==> src/rtl/puzzle_seq_pkg.sv <==
// Shared state encoding and index width for the puzzle run sequencer.
package puzzle_seq_pkg;

  localparam int unsigned IDX_W = 4;

  typedef enum logic [2:0] {
    IDLE  = 3'd0,
    ARM   = 3'd1,
    PULSE = 3'd2,
    WAIT  = 3'd3,
    CAPT  = 3'd4,
    GAP   = 3'd5,
    FIN   = 3'd6
  } state_e;

endpackage

==> src/rtl/puzzle_run_sequencer_sync_2ff.sv <==
// Width-parameterised two-flop synchroniser, asynchronously cleared to 0.
module sync_2ff #(
  parameter int unsigned W = 1
) (
  input  logic         clk,
  input  logic         rst,
  input  logic [W-1:0] d_i,
  output logic [W-1:0] q_o
);

  logic [W-1:0] meta_q;

  always_ff @(posedge clk or posedge rst) begin
    if (rst) begin
      meta_q <= '0;
      q_o    <= '0;
    end else begin
      meta_q <= d_i;
      q_o    <= meta_q;
    end
  end

endmodule

==> src/rtl/puzzle_run_sequencer.sv <==
// Runs NUM_PUZ puzzle boards one at a time and collects their final colour bits.
// Optional per-run watchdog and timed_out port: define RUN_TIMEOUT_EN.
module puzzle_run_sequencer
  import puzzle_seq_pkg::*;
#(
  parameter int unsigned NUM_PUZ     = 4,
  parameter int unsigned START_CYC   = 1,
  parameter int unsigned GAP_CYC     = 2,
  parameter int unsigned TIMEOUT_CYC = 1000
) (
  input  logic               clk,
  input  logic               rst,
  input  logic               go,
  output logic [NUM_PUZ-1:0] start,
  input  logic [NUM_PUZ-1:0] stopped,
  input  logic [NUM_PUZ-1:0] colour,
  output logic               busy,
  output logic               done,
  output logic [IDX_W-1:0]   cur_idx,
  output logic [NUM_PUZ-1:0] result,
  output logic [NUM_PUZ-1:0] valid
`ifdef RUN_TIMEOUT_EN
  ,
  output logic [NUM_PUZ-1:0] timed_out
`endif
);

  localparam int unsigned CNT_LIM  = (START_CYC > GAP_CYC) ? START_CYC : GAP_CYC;
  localparam int unsigned CNT_W    = $clog2(CNT_LIM) + 1;
  localparam int unsigned GAP_LAST = (GAP_CYC == 0) ? 0 : GAP_CYC - 1;

  if (NUM_PUZ < 1 || NUM_PUZ > 16 || START_CYC < 1 || TIMEOUT_CYC < 1) begin : g_bad_cfg
    $error("puzzle_run_sequencer: parameter out of range");
  end

  state_e               state_q, state_d;
  logic [CNT_W-1:0]     cnt_q, cnt_d;
  logic [IDX_W-1:0]     idx_q, idx_d;
  logic [NUM_PUZ-1:0]   start_q, start_d;
  logic                 busy_q, busy_d;
  logic                 done_q, done_d;
  logic [NUM_PUZ-1:0]   result_q, result_d;
  logic [NUM_PUZ-1:0]   valid_q, valid_d;
  logic                 col_q, col_d;
  logic [NUM_PUZ-1:0]   stp_s;
  logic [NUM_PUZ-1:0]   sel;
  logic                 stp_cur;
  logic                 last;

`ifdef RUN_TIMEOUT_EN
  localparam int unsigned WD_W = $clog2(TIMEOUT_CYC) + 1;
  logic [WD_W-1:0]      wd_q, wd_d;
  logic [NUM_PUZ-1:0]   tmo_q, tmo_d;
  assign timed_out = tmo_q;
`endif

  sync_2ff #(.W(NUM_PUZ)) u_stp_sync (
    .clk (clk),
    .rst (rst),
    .d_i (stopped),
    .q_o (stp_s)
  );

  assign sel     = NUM_PUZ'(1) << idx_q;
  assign stp_cur = |(stp_s & sel);
  assign last    = (idx_q == IDX_W'(NUM_PUZ - 1));

  assign start   = start_q;
  assign busy    = busy_q;
  assign done    = done_q;
  assign cur_idx = idx_q;
  assign result  = result_q;
  assign valid   = valid_q;

  always_ff @(posedge clk or posedge rst) begin
    if (rst) begin
      state_q  <= IDLE;
      cnt_q    <= '0;
      idx_q    <= '0;
      start_q  <= '0;
      busy_q   <= 1'b0;
      done_q   <= 1'b0;
      result_q <= '0;
      valid_q  <= '0;
      col_q    <= 1'b0;
`ifdef RUN_TIMEOUT_EN
      wd_q     <= '0;
      tmo_q    <= '0;
`endif
    end else begin
      state_q  <= state_d;
      cnt_q    <= cnt_d;
      idx_q    <= idx_d;
      start_q  <= start_d;
      busy_q   <= busy_d;
      done_q   <= done_d;
      result_q <= result_d;
      valid_q  <= valid_d;
      col_q    <= col_d;
`ifdef RUN_TIMEOUT_EN
      wd_q     <= wd_d;
      tmo_q    <= tmo_d;
`endif
    end
  end

  // Next state; registered outputs are derived from the state being entered.
  always_comb begin
    state_d  = state_q;
    cnt_d    = cnt_q;
    idx_d    = idx_q;
    result_d = result_q;
    valid_d  = valid_q;
    col_d    = col_q;
`ifdef RUN_TIMEOUT_EN
    wd_d     = wd_q;
    tmo_d    = tmo_q;
`endif

    case (state_q)
      IDLE: begin
        if (go) begin
          result_d = '0;
          valid_d  = '0;
          idx_d    = '0;
`ifdef RUN_TIMEOUT_EN
          tmo_d    = '0;
`endif
          state_d  = ARM;
        end
      end
      ARM: begin
        // A stopped flag left over from an earlier run must clear first.
        if (!stp_cur) begin
          cnt_d   = '0;
          state_d = PULSE;
        end
      end
      PULSE: begin
        if (cnt_q == CNT_W'(START_CYC - 1)) begin
          state_d = WAIT;
`ifdef RUN_TIMEOUT_EN
          wd_d    = '0;
`endif
        end else begin
          cnt_d = cnt_q + CNT_W'(1);
        end
      end
      WAIT: begin
        if (stp_cur) begin
          col_d   = |(colour & sel);
          state_d = CAPT;
        end
`ifdef RUN_TIMEOUT_EN
        else if (wd_q == WD_W'(TIMEOUT_CYC - 1)) begin
          col_d   = 1'b0;
          tmo_d   = tmo_q | sel;
          state_d = CAPT;
        end else begin
          wd_d = wd_q + WD_W'(1);
        end
`endif
      end
      CAPT: begin
        result_d = (result_q & ~sel) | (col_q ? sel : '0);
        valid_d  = valid_q | sel;
        if (last) begin
          state_d = FIN;
        end else begin
          idx_d   = idx_q + IDX_W'(1);
          cnt_d   = '0;
          state_d = (GAP_CYC == 0) ? ARM : GAP;
        end
      end
      GAP: begin
        if (cnt_q == CNT_W'(GAP_LAST)) begin
          state_d = ARM;
        end else begin
          cnt_d = cnt_q + CNT_W'(1);
        end
      end
      FIN:     state_d = IDLE;
      default: state_d = IDLE;
    endcase

    start_d = (state_d == PULSE) ? (NUM_PUZ'(1) << idx_d) : '0;
    busy_d  = state_d inside {ARM, PULSE, WAIT, CAPT, GAP};
    done_d  = (state_d == FIN);
  end

endmodule

==> config.mk <==
export PLATFORM = sky130hd
export DESIGN_NAME = puzzle_run_sequencer
export DESIGN_NICKNAME = d
export VERILOG_FILES = /design/src/rtl/puzzle_seq_pkg.sv /design/src/rtl/puzzle_run_sequencer_sync_2ff.sv /design/src/rtl/puzzle_run_sequencer.sv
export SDC_FILE = /design/constraint.sdc
export NUM_CORES = 1
export LEC_CHECK = 0
export CORE_MARGIN = 2
export CORE_UTILIZATION = 30
export CTS_CLUSTER_SIZE = 8
export DETAILED_ROUTE_END_ITERATION = 8
export HOLD_SLACK_MARGIN = 0.02
export MAX_ROUTING_LAYER = met4
export PLACE_DENSITY = 0.59
export SLEW_MARGIN = 40
export SYNTH_ARGS = -nofsm -noshare
export SYNTH_HDL_FRONTEND = slang
export SYNTH_SLANG_ARGS = --single-unit
==> constraint.sdc <==
create_clock -name clk -period 4.4 [get_ports clk]
set_input_delay 0.44 -clock clk [delete_from_list [all_inputs] [get_ports clk]]
set_output_delay 0.44 -clock clk [all_outputs]
set_load 0.1 [all_outputs]
Word-level counts from Yosys, hierarchy flattened
Cells that the tools add are included.
- flip-flop bits (word level): 32
- logic and storage cells: 69
- output and inout port bits: 18
- shift-type cells: 2
- muxes and demuxes: 20
- bitwise logic cells: 6
- $add $sub $neg: 2
- eq/ne operators: 18
- reductions and logical operators: 10
- operators by type and width (kind ; count):
    4-bit case mux with 2 select lines ; 3
    4-bit two-way mux ; 5
    3-bit case mux with 6 select lines ; 1
    3-bit == test, second input constant ; 5
    3-bit two-way mux ; 5
    4-bit bitwise AND ; 3
    3-bit by 2-bit == test with 1-bit output, second input constant ; 4
    2-bit two-way mux ; 5
    2-bit inequality test, second input constant ; 5
    4-bit OR ; 2
    2-bit case mux with 4 select lines ; 1
    4-bit OR reduction ; 2
    1-bit by 4-bit left shift with 4-bit output, first input constant ; 2
    3-bit by 1-bit == test with 1-bit output, second input constant ; 2
    5-bit AND reduction ; 1
    5-bit nonzero test ; 1
    4-bit by 1-bit adder with 4-bit output, second input constant ; 1
    4-bit by 2-bit == test with 1-bit output, second input constant ; 1
    4-bit inverter ; 1
    2-bit AND reduction ; 2
    4-bit nonzero test ; 1
    3-bit zero test ; 1
    2-bit by 1-bit adder with 2-bit output, second input constant ; 1
    2-bit by 1-bit == test with 1-bit output, second input constant ; 1
    other kinds (2) ; 2

Depth between registers and ports, before layout
- word-level depth: 7
- mapped depth: 7
- mapped depth without buffers: 7

By module
A second synthesis with hierarchy kept.
- cells, all modules: 166
- area total of the unflattened synthesis: 1677.9 um^2
- modules (own cells, without submodules) (module ; area an instance (um^2) ; sequential area each (um^2) ; cells an instance ; times used):
    puzzle_run_sequencer ; 1473.9 ; 600.6 ; 157 ; 1
    sync_2ff ; 203.9 ; 200.2 ; 9 ; 1

Worst setup path after synthesis
OpenSTA, ideal clock, no wires.
- kind: register to register
- start: reg idx_q[1], in the netlist cur_idx[1]
- end: reg cnt_q[1]
- path slack: 2.006 ns
- clock period less this slack: 2.394 ns
- path buffers: 0
- arrival: 2.267 ns
- stages on the path, launching flop included: 7
- path through: dfrtp_1 ha_1 or3b_1 nand3_1 and3_1 a31oi_1 mux2i_1
- cells in the longest elaborated chain, start to end: 5
- elaborated cells on any way between the ends: 7
- those cells by class: eq/ne: 3; shift: 1; bitwise: 1; reduce/logical: 2
- ends and longest elaborated chain (element ; line ; RTL):
    start: declaration ; puzzle_run_sequencer.sv:38 ; logic [IDX_W-1:0] idx_q, idx_d;
    start signal: assignment ; puzzle_run_sequencer.sv:93 ; idx_q <= idx_d;
    1-bit by 4-bit left shift with 4-bit output ; puzzle_run_sequencer.sv:64 ; assign sel = NUM_PUZ'(1) << idx_q;
    4-bit bitwise AND ; puzzle_run_sequencer.sv:65 ; assign stp_cur = |(stp_s & sel);
    4-bit OR reduction ; puzzle_run_sequencer.sv:65 ;
    2-bit inequality test (no source line) ; -- ;
    5-bit AND reduction (no source line) * ; -- ;
    end signal: assignment ; puzzle_run_sequencer.sv:92 ; cnt_q <= cnt_d;
    end: declaration ; puzzle_run_sequencer.sv:37 ; logic [CNT_W-1:0] cnt_q, cnt_d;
Mark *: on every way between the ends. The rest lies on a longest branch, timed or not.
A chain may end at the register's enable or synchronous reset.

Final worst setup path
- start: reg idx_q[0], in the netlist cur_idx[0]
- end: reg start_q[1], in the netlist start[1]
- elaborated cells on any way between the ends: 15
- those cells by class: add/sub: 1; eq/ne: 2; shift: 2; mux: 8; bitwise: 1; reduce/logical: 1
- RTL lines (element ; line ; RTL):
    4-bit by 1-bit adder with 4-bit output or 4-bit by 2-bit == test with 1-bit output (tied branches) ; puzzle_run_sequencer.sv:170, puzzle_run_sequencer.sv:66 ;
    4-bit two-way mux * ; puzzle_run_sequencer.sv:167 ; if (last) begin
    4-bit case mux with 2 select lines * ; puzzle_run_sequencer.sv:120 ; case (state_q)
    named net idx_d[1] ; puzzle_run_sequencer.sv:38 ;
    1-bit by 4-bit left shift with 4-bit output * ; puzzle_run_sequencer.sv:186 ; start_d = (state_d == PULSE) ? (NUM_PUZ'(1) << idx_d) : '0;
    4-bit two-way mux * ; puzzle_run_sequencer.sv:186 ;
    named net start_d[1] ; puzzle_run_sequencer.sv:39 ; logic [NUM_PUZ-1:0] start_q, start_d;
    end signal: assignment ; puzzle_run_sequencer.sv:94 ; start_q <= start_d;
    end: declaration ; puzzle_run_sequencer.sv:39 ;
The timed path passes the listed nets; every way through them passes the cells marked *.

==> results.yml <==
grt:
  gr-total-overflow: 0
  grt_util_met1: 0.180
  grt.met2_usage: 0.182
  global_route.usage.met3: 0.0355
  grt.total_usage: 0.132
  initial_antenna_violation_count: 0
  grt_first_pass_wirelength_um: 5890
  globalRoute.busiestLayer: "met2"
  grt_start_max_net_pins: 33
  first_global_vias: 1184
clock_tree:
  clock_insertion_delay_worst_skew_ns: 0.28
  hold_buffer_count_at_cts: 0
  cts-htree-levels: 2
  numCtsBuffers: 5
  root_buffer: "clkbuf_8"
  total_setup_buffers_inserted_after_cts: 0
  cts_sinks: 32
  worst_setup_hold_path_clk_slew_ns: 0.06
  clock_tree.buffer_depth: 2
  cts_tree: "done"
  cts_repair_resize_count: 0
worst_setup_path:
  crit_type: "register to register"
  critPathRequiredTime_ns: 4.58
  worst_setup_path_end_kind: "register"
  timing.critical_path.from_type: "register"
  cp_data_arrival_time_ns: 2.31
  timing.rr.start: "cur_idx[0]"
  ff2ff_path_depth: 5
  critical_path_peak_fanout: 11
  setup.worst_path.start: "cur_idx[0]"
drt:
  finalWirelength_um: 3240
  drtAntennaViolNets: 0
  vias_post_dr: 1182
  vias_per_cell: 4.77
  wire_per_inst_um: 13.1
  detail_route.iter0.violations: 60
  drc: 0
  first_pass_iters: 5
synthesis:
  synth.top_cell.area_share: 0.514
  syn-instance-count: 147
  synthesis.yosys.warnings: 0
  synth_cell_types: 42
  synth_most_common_cell: "dfrtp_1"
  syn_avg_cell_area_um2: 10.6
  synth-seq-area-share: 0.514
  mappedNetlistNets: 161
  synth.ff_latch_count: 32
  synth_enable_flop_cells: 0
  top_ff_cell_synth: "dfrtp_1"
  synth_common_cells: "dfrtp_1, nor2_1, nand2_1"
  post_synth_instance_area_um2: 1560
  synth_top_cells_by_area: "dfrtp_1, mux2i_1, nor2_1"
  postSynth.asyncResetShare: 1.00
  synth_largest_area_cell: "dfrtp_1"
floorplanning:
  floorplan.io_pins: 29
  starting_density_of_the_core: 0.309
  num_rows: 26
  die_height_um: 76.0
  die-width_um: 76.0
  core_area_um2: 5040
  dieArea_um2: 5780
sta:
  max_slew_headroom: 0.626
  worst_pin_slew_ns: 0.561
  min_period_over_period: 0.482
  worst_clock_skew_ns: 0.00360
  hold_viol_final: 0
  setup_total_negative_slack_ns: 0
  min_period_ns: 2.12
  report.final.setup_viol: 0
  grt_setup_unrepaired: "false"
  timing_limited_maximum_frequency_ghz: 0.471
  final-max-slew-violation-count: 0
layout:
  final_net_count: 191
  antenna_fix_cells: 0
  drive_gt1_frac: 0.225
  layout.cell_area.non_filler_um2: 1900
  instances_no_fill: 248
  area.growth.synth_to_final_pct: 22.3
pwr:
  seq_power_share: 0.314
  sw_frac_of_total: 0.519
  power.switching_uw: 788
  power.combinational.fraction: 0.530
  vdd_drop_max_v: 0.000364
  clk_pwr_share: 0.155
  powerDensity_nw_per_um2: 797
  p_int_uw: 729
  leakage_nw: 0.885
  p_total_mw: 1.52
place:
  gpl.final_weighted_congestion: 0.823
  port_buffers: 28
  dp.final_hpwl_um: 2290
  placed_cell_areas_um2: 1810
  placed_cells_incl_taps: 240
min_path:
  hold_path.startpoint: "u_stp_sync.meta_q[2]"
  hp-class: "register to register"
  min_delay_path_depth: 0
outcome:
  run_status: "complete, no violations"
run:
  maxCapViolations: 0
-- metal layers --
| layer | wire [µm] | up-vias |
|---|---|---|
| li1 | - | 576 |
| met1 | 1550 | 571 |
| met2 | 1460 | 29 |
| met3 | 150 | 6 |
| met4 | 76 | 0 |
| met5 | 0 | - |
-- through the flow --
step	utilization	setup slack (ns)	hold slack, ns
after floorplan	-	2.01	0.331
after global placement	0.377	2.16	0.332
after detailed placement	0.359	2.29	0.336
after CTS	0.378	2.26	0.352
after global routing	0.378	2.09	0.356
final	0.378	2.28	0.348
-- worst max-delay path: stages (launching register included) --
cell	delay, ns
dfrtp_1	0.60
ha_1	0.40
or3b_1	0.39
nand3_1	0.15
o22ai_1	0.19
nor4_1	0.30
-- cells by family after synthesis --
logic type | count (synthesis) | share of synthesized area
AOI/OAI and AO/OA | 25 | 0.121
DFF | 32 | 0.514
buffers and inverters | 15 | 0.0418
adders and majority gates | 3 | 0.0241
muxes | 9 | 0.0659
and+or+nand+nor | 63 | 0.233
-- layout make-up --
| type | instances | area, µm² |
|---|---|---|
| fill | 511 | 3140 |
| sequential | 32 | 801 |
| multi-input combinational | 100 | 691 |
| timing repair buffer | 29 | 198 |
| tap | 70 | 87.6 |
| clock buffer | 7 | 86.3 |
| inverter | 9 | 33.8 |
| clock inverter | 1 | 7.51 |
-- state kept, by name, indices dropped and copies added, names as in the netlist, 2 cells and up --
| register | count |
|---|---|
| state_q | 3 |
| start | 4 |
| valid | 4 |
| cur_idx | 4 |
| u_stp_sync.q_o | 4 |
| cnt_q | 2 |
| u_stp_sync.meta_q | 4 |
| result | 4 |
-- power groups by stage --
stage | registers [mW] | clock network (mW) | logic [mW]
after floorplan | 0.697 | 0 | 0.455
after global routing | 0.498 | 0.253 | 0.871
after CTS | 0.477 | 0.240 | 0.810
after global placement | 0.484 | 0 | 0.836
after detailed placement | 0.482 | 0 | 0.804
final | 0.477 | 0.236 | 0.805
-- cell usage in the layout, fill, tap and decap left out, types with 5 or more instances in the layout --
| cell | n |
|---|---|
| nor2_1 | 20 |
| nand3_1 | 5 |
| clkdlybuf4s50_1 | 10 |
| mux2i_1 | 8 |
| dfrtp_1 | 32 |
| o21ai_0 | 5 |
| inv_1 | 9 |
| clkbuf_8 | 6 |
| nand2_1 | 12 |
| buf_2 | 18 |
-- worst paths after layout --
| path | endpoint | slack (ns) |
|---|---|---|
| worst max-delay path | start[1] | 2.28 |
| worst min-delay path | u_stp_sync.q_o[2] | 0.35 |
| worst max register to register | start[1] | 2.28 |
| worst min register to register | u_stp_sync.q_o[2] | 0.35 |
| max in group asynchronous | busy | 3.59 |
| min in group asynchronous | result[0] | 0.53 |
No activity file was read; power rests on OpenSTA's default activity.
==> RTL edit (same flow settings) <==
Put one more register stage on the output `done`, with the module's reset. The value now appears one clock later. The other outputs are not delayed to match.
--- a/src/rtl/puzzle_run_sequencer.sv
+++ b/src/rtl/puzzle_run_sequencer.sv
@@ -67,7 +67,13 @@
 
   assign start   = start_q;
   assign busy    = busy_q;
-  assign done    = done_q;
+  always_ff @(posedge clk or posedge rst) begin
+    if (rst) begin
+      done <= '0;
+    end else begin
+      done <= done_q;
+    end
+  end
   assign cur_idx = idx_q;
   assign result  = result_q;
   assign valid   = valid_q;
Function: no difference found for any inputs over 10 cycles, from zero or initial values and one cycle with rst high; that may be too few to reach the edited logic, so the function may still have changed.
==> RTL edit against the unedited design <==
  * Wire length shrank 3.6%
  * Cell area is 2.6% higher
  * Fmax shrank 2.2%
  * Setup slack worse by 0.048 ns
  * Via count increased by 3.0%
  * Critical path depth increased by 1
  * Sequential cell count increased by 1
  * Area after synthesis grew 4.7%
  * Synthesized cell count increased by 7.5%
  * Highest routed layer unchanged
Power is not compared: it rests on default switching activity, and its combinational part moved more than twofold at a synthesized area within 25%.
==> RTL edit: results (changes against the unedited design) <==
Status
  – Status: complete, no violations

Placed design
  – Detail Placement HPWL: 2200 um (-3.6%)
  – Final Wtd Congestion: 0.811 (-1.5%)
  – Placed instance area: 0.00185 mm^2 (+2.3%)
  – Buffers on Ports: 28 (unchanged)

Synth
  – Part of the Yosys area used for sequential elements: 50.7% (-0.76 points)
  – Most frequent cells after synthesis: dfrtp_1, nor2_1, nand2_1
  – Post-synthesis compound-gate area fraction: 15.0% (+2.9 points)
  – Synth area leaders: dfrtp_1, nor2_1, mux2i_1
  – Area share of xor/xnor cells in the synthesized design: 0% (unchanged)
  – Netlist cell types: 46 (+9.5%)
  – Yosys warns: 0 (unchanged)
  – Synth Area in Adders: 2.30% (-0.11 points)
  – Multiplexer share of the synthesized area: 5.68% (-0.91 points)
  – Syn_nets: 172 (+6.8%)
  – Ys flop type: dfrtp_1
  – Synth async-reset ratio: 100% (unchanged)

Route
  – Iter 0 DRT Violations: 69 (+15%)
  – Via density per instance: 4.76 (-0.17%)
  – Router iterations before antenna repair: 4 (-1)
  – Final ANT Viol Nets: 0 (unchanged)
  – Final WL: 3120 um (-3.6%)

Finish
  – Layout cells sized above 1: 19.9% (-2.6 points)
  – N_diodes: 0 (unchanged)
  – Nets: 199 (+4.2%)

Worst setup path
  – Crit Path Max Fanout: 13 (+2)
  – CP arrival: 2.37 ns (+0.06 ns)

Clock tree
  – Clock Tree Buf Depth: 2 (unchanged)
  – Clk Latency, worst-skew pair: 0.28 ns (about the same)
  – H-tree Lvls: 2 (unchanged)
  – Post-CTS Resized: 0 (unchanged)
  – Setup repair bufs after CTS: 0 (unchanged)
  – Worst-path clk slew: 0.07 ns
  – Root Buffer Master: clkbuf_8
  – Total CTS buffers: 5 (unchanged)

STA
  – Skew final: 0.00812 ns (+0.00452 ns)
  – Worst slew pin tran: 0.480 ns (-0.0809 ns)

Global route
  – Number of global-route vias before repair: 1129 (-4.6%)
  – Largest net degree at the start of global routing: 34 (+3.0%)
  – Initial antenna violation count: 0 (unchanged)
  – Global-route wire length before repair: 5260 um (-11%)
  – GRT Resource Usage Total: 11.5% (-1.7 points)

Min path
  – Worst min path class: reg -> reg

Power
  – Lkg Pwr: 0.000841 uW
  – Maximum vdd drop: 0.171 mV
RTL edit: cell count changes after synthesis, sizes merged, moves of 3 or more:
cell / delta
a21oi: +3
and3: -3
clkbuf: +3
nand2: +3
nand2b: -3
nor2b: -3
nor3: +6
o22ai: -3
RTL edit: layer usage:
layer	GRT usage, %	vias to the layer above	wire, um
met5	-	-	0
met4	5.71	0	48
met3	3.14	6	142
met2	15.9	33	1380
met1	15.6	564	1560
li1	-	615	-
RTL edit: cell type report:
class                      count  area, um^2
clock inverter                 1        5.00
timing repair buffer          29         198
sequential                    33         826
tap                           70        87.6
inverter                       9        33.8
clock buffer                   7        96.3
fill                         511        3220
multi-input combinational    107         708
RTL edit: per-stage QoR:
stage                     util [%]  std cells  total power (uW)  worst slack, ns
after global placement        37.6        248               332             2.13
after global routing          37.8        256               598             1.98
after CTS                     37.8        256               581             2.21
after floorplan                  -        158               320             2.05
after detailed placement      35.8        248               332             2.23
final                         37.8        256               574             2.23
RTL edit: critical path, cell delays in order (launching register included):
cell,delay (ns)
dfrtp_1,0.63
ha_1,0.32
nand4bb_1,0.27
a31oi_1,0.30
o2111ai_1,0.16
nor3_2,0.22
a21boi_1,0.20
RTL edit: final timing paths:
check,startpoint,to,slack [ns],cells past startpoint
worst max register to register,cur_idx[1],start[3],2.23,6
min in group asynchronous,rst,cnt_q[0],0.54,3
worst min-delay path,u_stp_sync.meta_q[1],u_stp_sync.q_o[1],0.35,0
max in group asynchronous,rst,u_stp_sync.q_o[0],3.55,3
worst max-delay path,cur_idx[1],start[3],2.23,6
worst min register to register,u_stp_sync.meta_q[1],u_stp_sync.q_o[1],0.35,0
RTL edit: report_power, final:
part / switching, uW / total [uW] / internal, uW
combinational: 8.42 / 18.1 / 9.70
clock: 107 / 248 / 141
sequential: 0.807 / 308 / 307
total: 116 / 574 / 458
